**src/rtl/mux_pkg.sv**
```systemverilog
// Shared constants and helpers for the N:1 arbitrated multiplexer.
// Select-width helper keeps a 1-bit index for the 2-channel case.
package mux_pkg;

  localparam logic MODE_FIXED = 1'b0;
  localparam logic MODE_RR    = 1'b1;

  function automatic int clog2_safe(input int n);
    if (n <= 2) return 1;
    return $clog2(n);
  endfunction

endpackage

```
**src/rtl/mux_n_1_arb_rr_arbiter.sv**
```systemverilog
// Combinational rotating-priority arbiter.
// Searches ptr+1, ptr+2, ... modulo N; first requester wins.
module rr_arbiter
  import mux_pkg::*;
#(
  parameter int N  = 4,
  parameter int SW = 2
) (
  input  logic [N-1:0]  req,
  input  logic [SW-1:0] ptr,
  input  logic          en,
  output logic          gnt_vld,
  output logic [SW-1:0] gnt_idx
);

  always_comb begin
    int c;
    c       = 0;
    gnt_vld = 1'b0;
    gnt_idx = '0;
    if (en) begin
      // Walk from farthest to nearest so the nearest match lands last.
      for (int k = N; k >= 1; k--) begin
        c = (int'(ptr) + k) % N;
        if (req[c]) begin
          gnt_vld = 1'b1;
          gnt_idx = SW'(c);
        end
      end
    end
  end

endmodule

```
**src/rtl/mux_n_1_arb.sv**
```systemverilog
// N:1 valid/ready multiplexer with fixed or round-robin select and a
// registered output stage. Define MUX_LOCK_EN to add the burst lock input.
module mux_n_1_arb
  import mux_pkg::*;
#(
  parameter  int W  = 4,
  parameter  int N  = 4,
  localparam int SW = clog2_safe(N)
) (
  input  logic           clk,
  input  logic           reset_n,
  input  logic [N*W-1:0] in_data,
  input  logic [N-1:0]   in_valid,
  output logic [N-1:0]   in_ready,
  input  logic [SW-1:0]  sel,
  input  logic           mode,
  output logic [W-1:0]   out_data,
  output logic           out_valid,
  input  logic           out_ready,
  output logic [SW-1:0]  out_src
`ifdef MUX_LOCK_EN
  ,
  input  logic           lock
`endif
);

  logic [W-1:0]  data_q, data_d;
  logic          valid_q, valid_d;
  logic [SW-1:0] src_q, src_d;
  logic [SW-1:0] ptr_q, ptr_d;

  logic          lock_act;
  logic          arb_en;
  logic          arb_vld;
  logic [SW-1:0] arb_idx;
  logic          fx_vld;
  logic          lk_vld;
  logic          gnt_vld;
  logic [SW-1:0] gnt_idx;
  logic [W-1:0]  gnt_data;
  logic          load;
  logic          xfer;

`ifdef MUX_LOCK_EN
  assign lock_act = (mode == MODE_RR) && lock;
`else
  assign lock_act = 1'b0;
`endif

  assign arb_en = (mode == MODE_RR) && !lock_act;

  rr_arbiter #(
    .N  (N),
    .SW (SW)
  ) u_arb (
    .req     (in_valid),
    .ptr     (ptr_q),
    .en      (arb_en),
    .gnt_vld (arb_vld),
    .gnt_idx (arb_idx)
  );

  // Index loops keep out-of-range sel (non-power-of-2 N) grant-free.
  always_comb begin
    fx_vld = 1'b0;
    lk_vld = 1'b0;
    for (int i = 0; i < N; i++) begin
      if (sel == SW'(i))   fx_vld = in_valid[i];
      if (ptr_q == SW'(i)) lk_vld = in_valid[i];
    end
  end

  always_comb begin
    gnt_vld = 1'b0;
    gnt_idx = '0;
    unique case (1'b1)
      (mode == MODE_FIXED): begin
        gnt_vld = fx_vld;
        gnt_idx = sel;
      end
      lock_act: begin
        gnt_vld = lk_vld;
        gnt_idx = ptr_q;
      end
      default: begin
        gnt_vld = arb_vld;
        gnt_idx = arb_idx;
      end
    endcase
  end

  assign load = !valid_q || out_ready;
  assign xfer = reset_n && load && gnt_vld;

  always_comb begin
    in_ready = '0;
    gnt_data = '0;
    for (int i = 0; i < N; i++) begin
      if (gnt_idx == SW'(i)) begin
        in_ready[i] = xfer;
        gnt_data    = in_data[i*W +: W];
      end
    end
  end

  always_comb begin
    data_d  = data_q;
    valid_d = valid_q;
    src_d   = src_q;
    ptr_d   = ptr_q;
    if (xfer) begin
      data_d  = gnt_data;
      src_d   = gnt_idx;
      valid_d = 1'b1;
      if (arb_en) ptr_d = gnt_idx;
    end else if (load) begin
      valid_d = 1'b0;
    end
  end

  always_ff @(posedge clk) begin
    if (!reset_n) begin
      data_q  <= '0;
      valid_q <= 1'b0;
      src_q   <= '0;
      ptr_q   <= SW'(N-1);
    end else begin
      data_q  <= data_d;
      valid_q <= valid_d;
      src_q   <= src_d;
      ptr_q   <= ptr_d;
    end
  end

  assign out_data  = data_q;
  assign out_valid = valid_q;
  assign out_src   = src_q;

endmodule

```
**config.mk**
```make
export PLATFORM = sky130hd
export DESIGN_NAME = mux_n_1_arb
export DESIGN_NICKNAME = d
export VERILOG_FILES = /design/src/rtl/mux_pkg.sv /design/src/rtl/mux_n_1_arb_rr_arbiter.sv /design/src/rtl/mux_n_1_arb.sv
export SDC_FILE = /design/constraint.sdc
export NUM_CORES = 1
export LEC_CHECK = 0
export BUFFER_PORTS_ARGS = -buffer_cell sky130_fd_sc_hd__buf_2
export CAP_MARGIN = 15
export CORE_MARGIN = 3
export CORE_UTILIZATION = 46
export CTS_CLUSTER_SIZE = 40
export DETAILED_ROUTE_END_ITERATION = 6
export PLACE_DENSITY = 0.85
export REMOVE_ABC_BUFFERS = 1
export SLEW_MARGIN = 20
export SYNTH_ARGS = -nofsm -noshare
export SYNTH_HDL_FRONTEND = slang
export SYNTH_SLANG_ARGS = --single-unit
export TNS_END_PERCENT = 10
```
**constraint.sdc**
```tcl
create_clock -name clk -period 4.6 [get_ports clk]
set_clock_uncertainty 0.2 [all_clocks]
set_input_delay 1.38 -clock clk [delete_from_list [all_inputs] [get_ports clk]]
set_output_delay 1.38 -clock clk [all_outputs]
set_load 0.02 [all_outputs]
```
==> results.sh <==
export IMPL_status="finished clean"
export IMPL_ant_nets=0
export IMPL_tns_ps=0
export IMPL_seqPwrFrac=0.364
export IMPL_multiInputGateArea_um2=573.1
export IMPL_synthXorXnorAreaFrac=0
export IMPL_synth_flop_cell="dfxtp_1"
export IMPL_synth_area_per_cell_um2=7.885
export IMPL_worstHoldStart="out_data[2]"
export IMPL_rrSetupSlack_ps=2500
export IMPL_synthMuxAreaShare=0.06587
export IMPL_synth_compound_area_frac=0.3593
export IMPL_r2r_start="ptr_q[0]"
export IMPL_synth_area_um2=835.8
export IMPL_post_cts_buffers=0
export IMPL_start_util=0.5186
export IMPL_post_cts_resized=0
export IMPL_tritoncts="done"
export IMPL_synth_top_area_frac=0.2156
export IMPL_drive_gt1_frac=0.3714
export IMPL_fin_ws_ps=205.1
export IMPL_portBuffers=36
export IMPL_max_slew_margin=0.6859
export IMPL_synth_cell_types=43
export IMPL_h_tree_depth=1
export IMPL_hold_end="out_data[2]"
export IMPL_grt_pass1_wl_mm=3.657
export IMPL_crit_required_ps=3020
export IMPL_synth_top_family_by_area="compound AO/OA/AOI/OAI gates"
export IMPL_ys_warn_count=0
export IMPL_worstHoldPathCells=2
export IMPL_pre_cts_ws_ps=201.3
export IMPL_grt_pass1_vias=866
export IMPL_firstDrtPassIters=4
export IMPL_boundaryPins=37
export IMPL_yosys_area_share_adder=0
export IMPL_reg2regPathDepth=6
export IMPL_total_leakage_power_nw=0.4830
export IMPL_grt_usage=0.1901
export IMPL_worst_setup_path_start_kind="primary input"
export IMPL_slew_violations=0
export IMPL_antennaDiodeCount=0
export IMPL_die_h_um=48.63
export IMPL_synth_cells=106
export IMPL_finalCriticalPeriod_ps=4395
export IMPL_die_x_um=48.63
export IMPL_coreArea_um2=1612
export IMPL_rsz0062_at_grt="no"
export IMPL_finalHoldViolCount=0
export IMPL_numClockSinks=9
export IMPL_nets=167
export IMPL_crit_type="in2out"
export IMPL_worstReg2RegEnd="out_data[3]"
export IMPL_grt_max_degree=11
export IMPL_synth_edf_count=0
export IMPL_worst_hold_path_type="reg2reg"
export IMPL_gr_total_overflow=0
export IMPL_ys_top_cells_by_area="dfxtp_1 22%, nand2_1 5.8%, a211oi_1 4.5%"
export IMPL_hold_ws_ps=260.2
export IMPL_p_int_uw=167.3
export IMPL_synthArstFlopShare=0
export IMPL_ys_seq_area_frac=0.2156
export IMPL_fin_crit_sh=0.9554
export IMPL_placed_cell_area_um2=1012
export IMPL_gp_congestion=0.8373
export IMPL_crit_fanout=9
export IMPL_clk_pin_slew_ps=60
export IMPL_clock_path_buffers=2
export IMPL_fmax_mhz=227.5
export IMPL_nFillCells=151
export IMPL_hpwl_mm=1.683
export IMPL_power_uw=258.1
export IMPL_cts_buffers=3
export IMPL_yosys_area_share_simple=0.2605
export IMPL_drv_cap=0
export IMPL_power_switching_uw=90.82
export IMPL_route_final_wire_length_mm=2.069
export IMPL_first_iter_violations=22
export IMPL_core_rowCount=14
export IMPL_post_drt_via_cell_ratio=5.622
export IMPL_drt_wirelength_per_cell_um=12.62
export IMPL_ir_drop_mv=0.1039
export IMPL_ctsHoldBuffers=0
export IMPL_synth_largest_area_cell="dfxtp_1"
export IMPL_worstMarginPinSlew_ps=467.5
export IMPL_antenna_found_initial=0
export IMPL_p_clk_frac=0.227
export IMPL_endpoint_kind="primary output"
export IMPL_area_growth_pct=24.25
export IMPL_p_sw_frac=0.3519
export IMPL_setup_viol=0
export IMPL_ff_latch_area_um2=180.2
export IMPL_post_route_util=0.6444
export IMPL_finalNonFillerCells=164
export IMPL_combPwrFrac=0.408
export IMPL_ys_ff_latch=9
export IMPL_vias=922
export IMPL_arrival_ps=2810
export IMPL_powerDensity_nw_per_um2=248.5
export IMPL_clk_root_buffer_cell="clkbuf_4"
export IMPL_worstSkewPairLatency_ps=250
export IMPL_final_area_um2=1039
export IMPL_drc=0
export IMPL_placed_cells=160
export IMPL_die_area_um2=2364
==> cells by family after synthesis <==
group / Yosys count
buf+inv: 16
flops: 9
mux: 4
compound gates: 36
simple gates: 41
==> flip-flops by register name, summed over array words and instances (netlist names) <==
register and flops:
out_src 2, out_valid 1, ptr_q 2, out_data 4
==> synthesized netlist by cell type, types with 2 or more instances <==
cell type  number
o221a_1         2
nor2b_1         5
clkbuf_1        3
buf_2           3
nand2b_1        5
o221a_2         2
inv_1           6
nor2_1          3
a221oi_1        2
nand2_1        13
mux2_2          2
nor3_1          2
nor3b_1         3
o31ai_2         2
nand3_1         4
o2111ai_1       4
a211oi_1        5
a21oi_1         2
buf_6           2
dfxtp_1         9
o21ai_0         4
o31ai_1         2
==> per-layer routing <==
| metal | track usage | up-vias | wire length [um] |
|---|---|---|---|
| met5 | 0 | - | 0 |
| met4 | 0.1232 | 0 | 47 |
| met3 | 0.03067 | 6 | 125 |
| met2 | 0.3009 | 32 | 993 |
| met1 | 0.2369 | 413 | 903 |
| li1 | - | 471 | - |
==> worst max-delay path by stage <==
stage | startpoint | to | slack (ps) | cells after the start
6_report | in_valid[0] | in_ready[1] | 210 | 7
5_1_grt | in_valid[0] | in_ready[1] | 140 | 7
4_1_cts | in_valid[0] | in_ready[1] | 200 | 7
3_5_place_dp | in_valid[0] | in_ready[1] | 200 | 7
3_3_place_gp | in_valid[0] | in_ready[0] | 220 | 7
2_1_floorplan | in_valid[0] | in_ready[3] | 240 | 4
==> power by group through the flow <==
stage                     logic [mW]  clock network (mW)  registers (mW)
after CTS                      0.105              0.0623          0.0940
after detailed placement       0.105                   0          0.0958
final                          0.105              0.0587          0.0940
after floorplan               0.0561                   0           0.105
after global routing           0.116              0.0666          0.0959
after global placement         0.103                   0          0.0954
==> cell type report <==
cell class / instances / share of cell area
clock buffers: 4 / 0.02530
inverters: 7 / 0.02530
multi-input cells: 81 / 0.5518
flip-flops and latches: 9 / 0.1735
well taps: 24 / 0.02892
repair buffers: 39 / 0.1952
==> cells in the final DEF, fill, tap and decap left out, drive strengths merged, types with 3 or more instances in the layout <==
cell type | Yosys | layout
buf | 6 | 39
nand2 | 13 | 13
dfxtp | 9 | 9
inv | 7 | 7
nor2b | 5 | 5
nand2b | 5 | 5
a211oi | 5 | 5
o21ai | 5 | 5
nand3 | 5 | 5
o2111ai | 4 | 4
clkbuf | 3 | 4
o221a | 4 | 4
o31ai | 4 | 4
nor3b | 3 | 3
nor2 | 3 | 3
==> critical path, cell delays in order <==
cell and delay [ps]:
buf_2 140, or4_1 540, mux2_2 290, nand3_2 120, inv_2 40, and3_1 150, buf_2 150
Power figures use the tool's default switching activity.
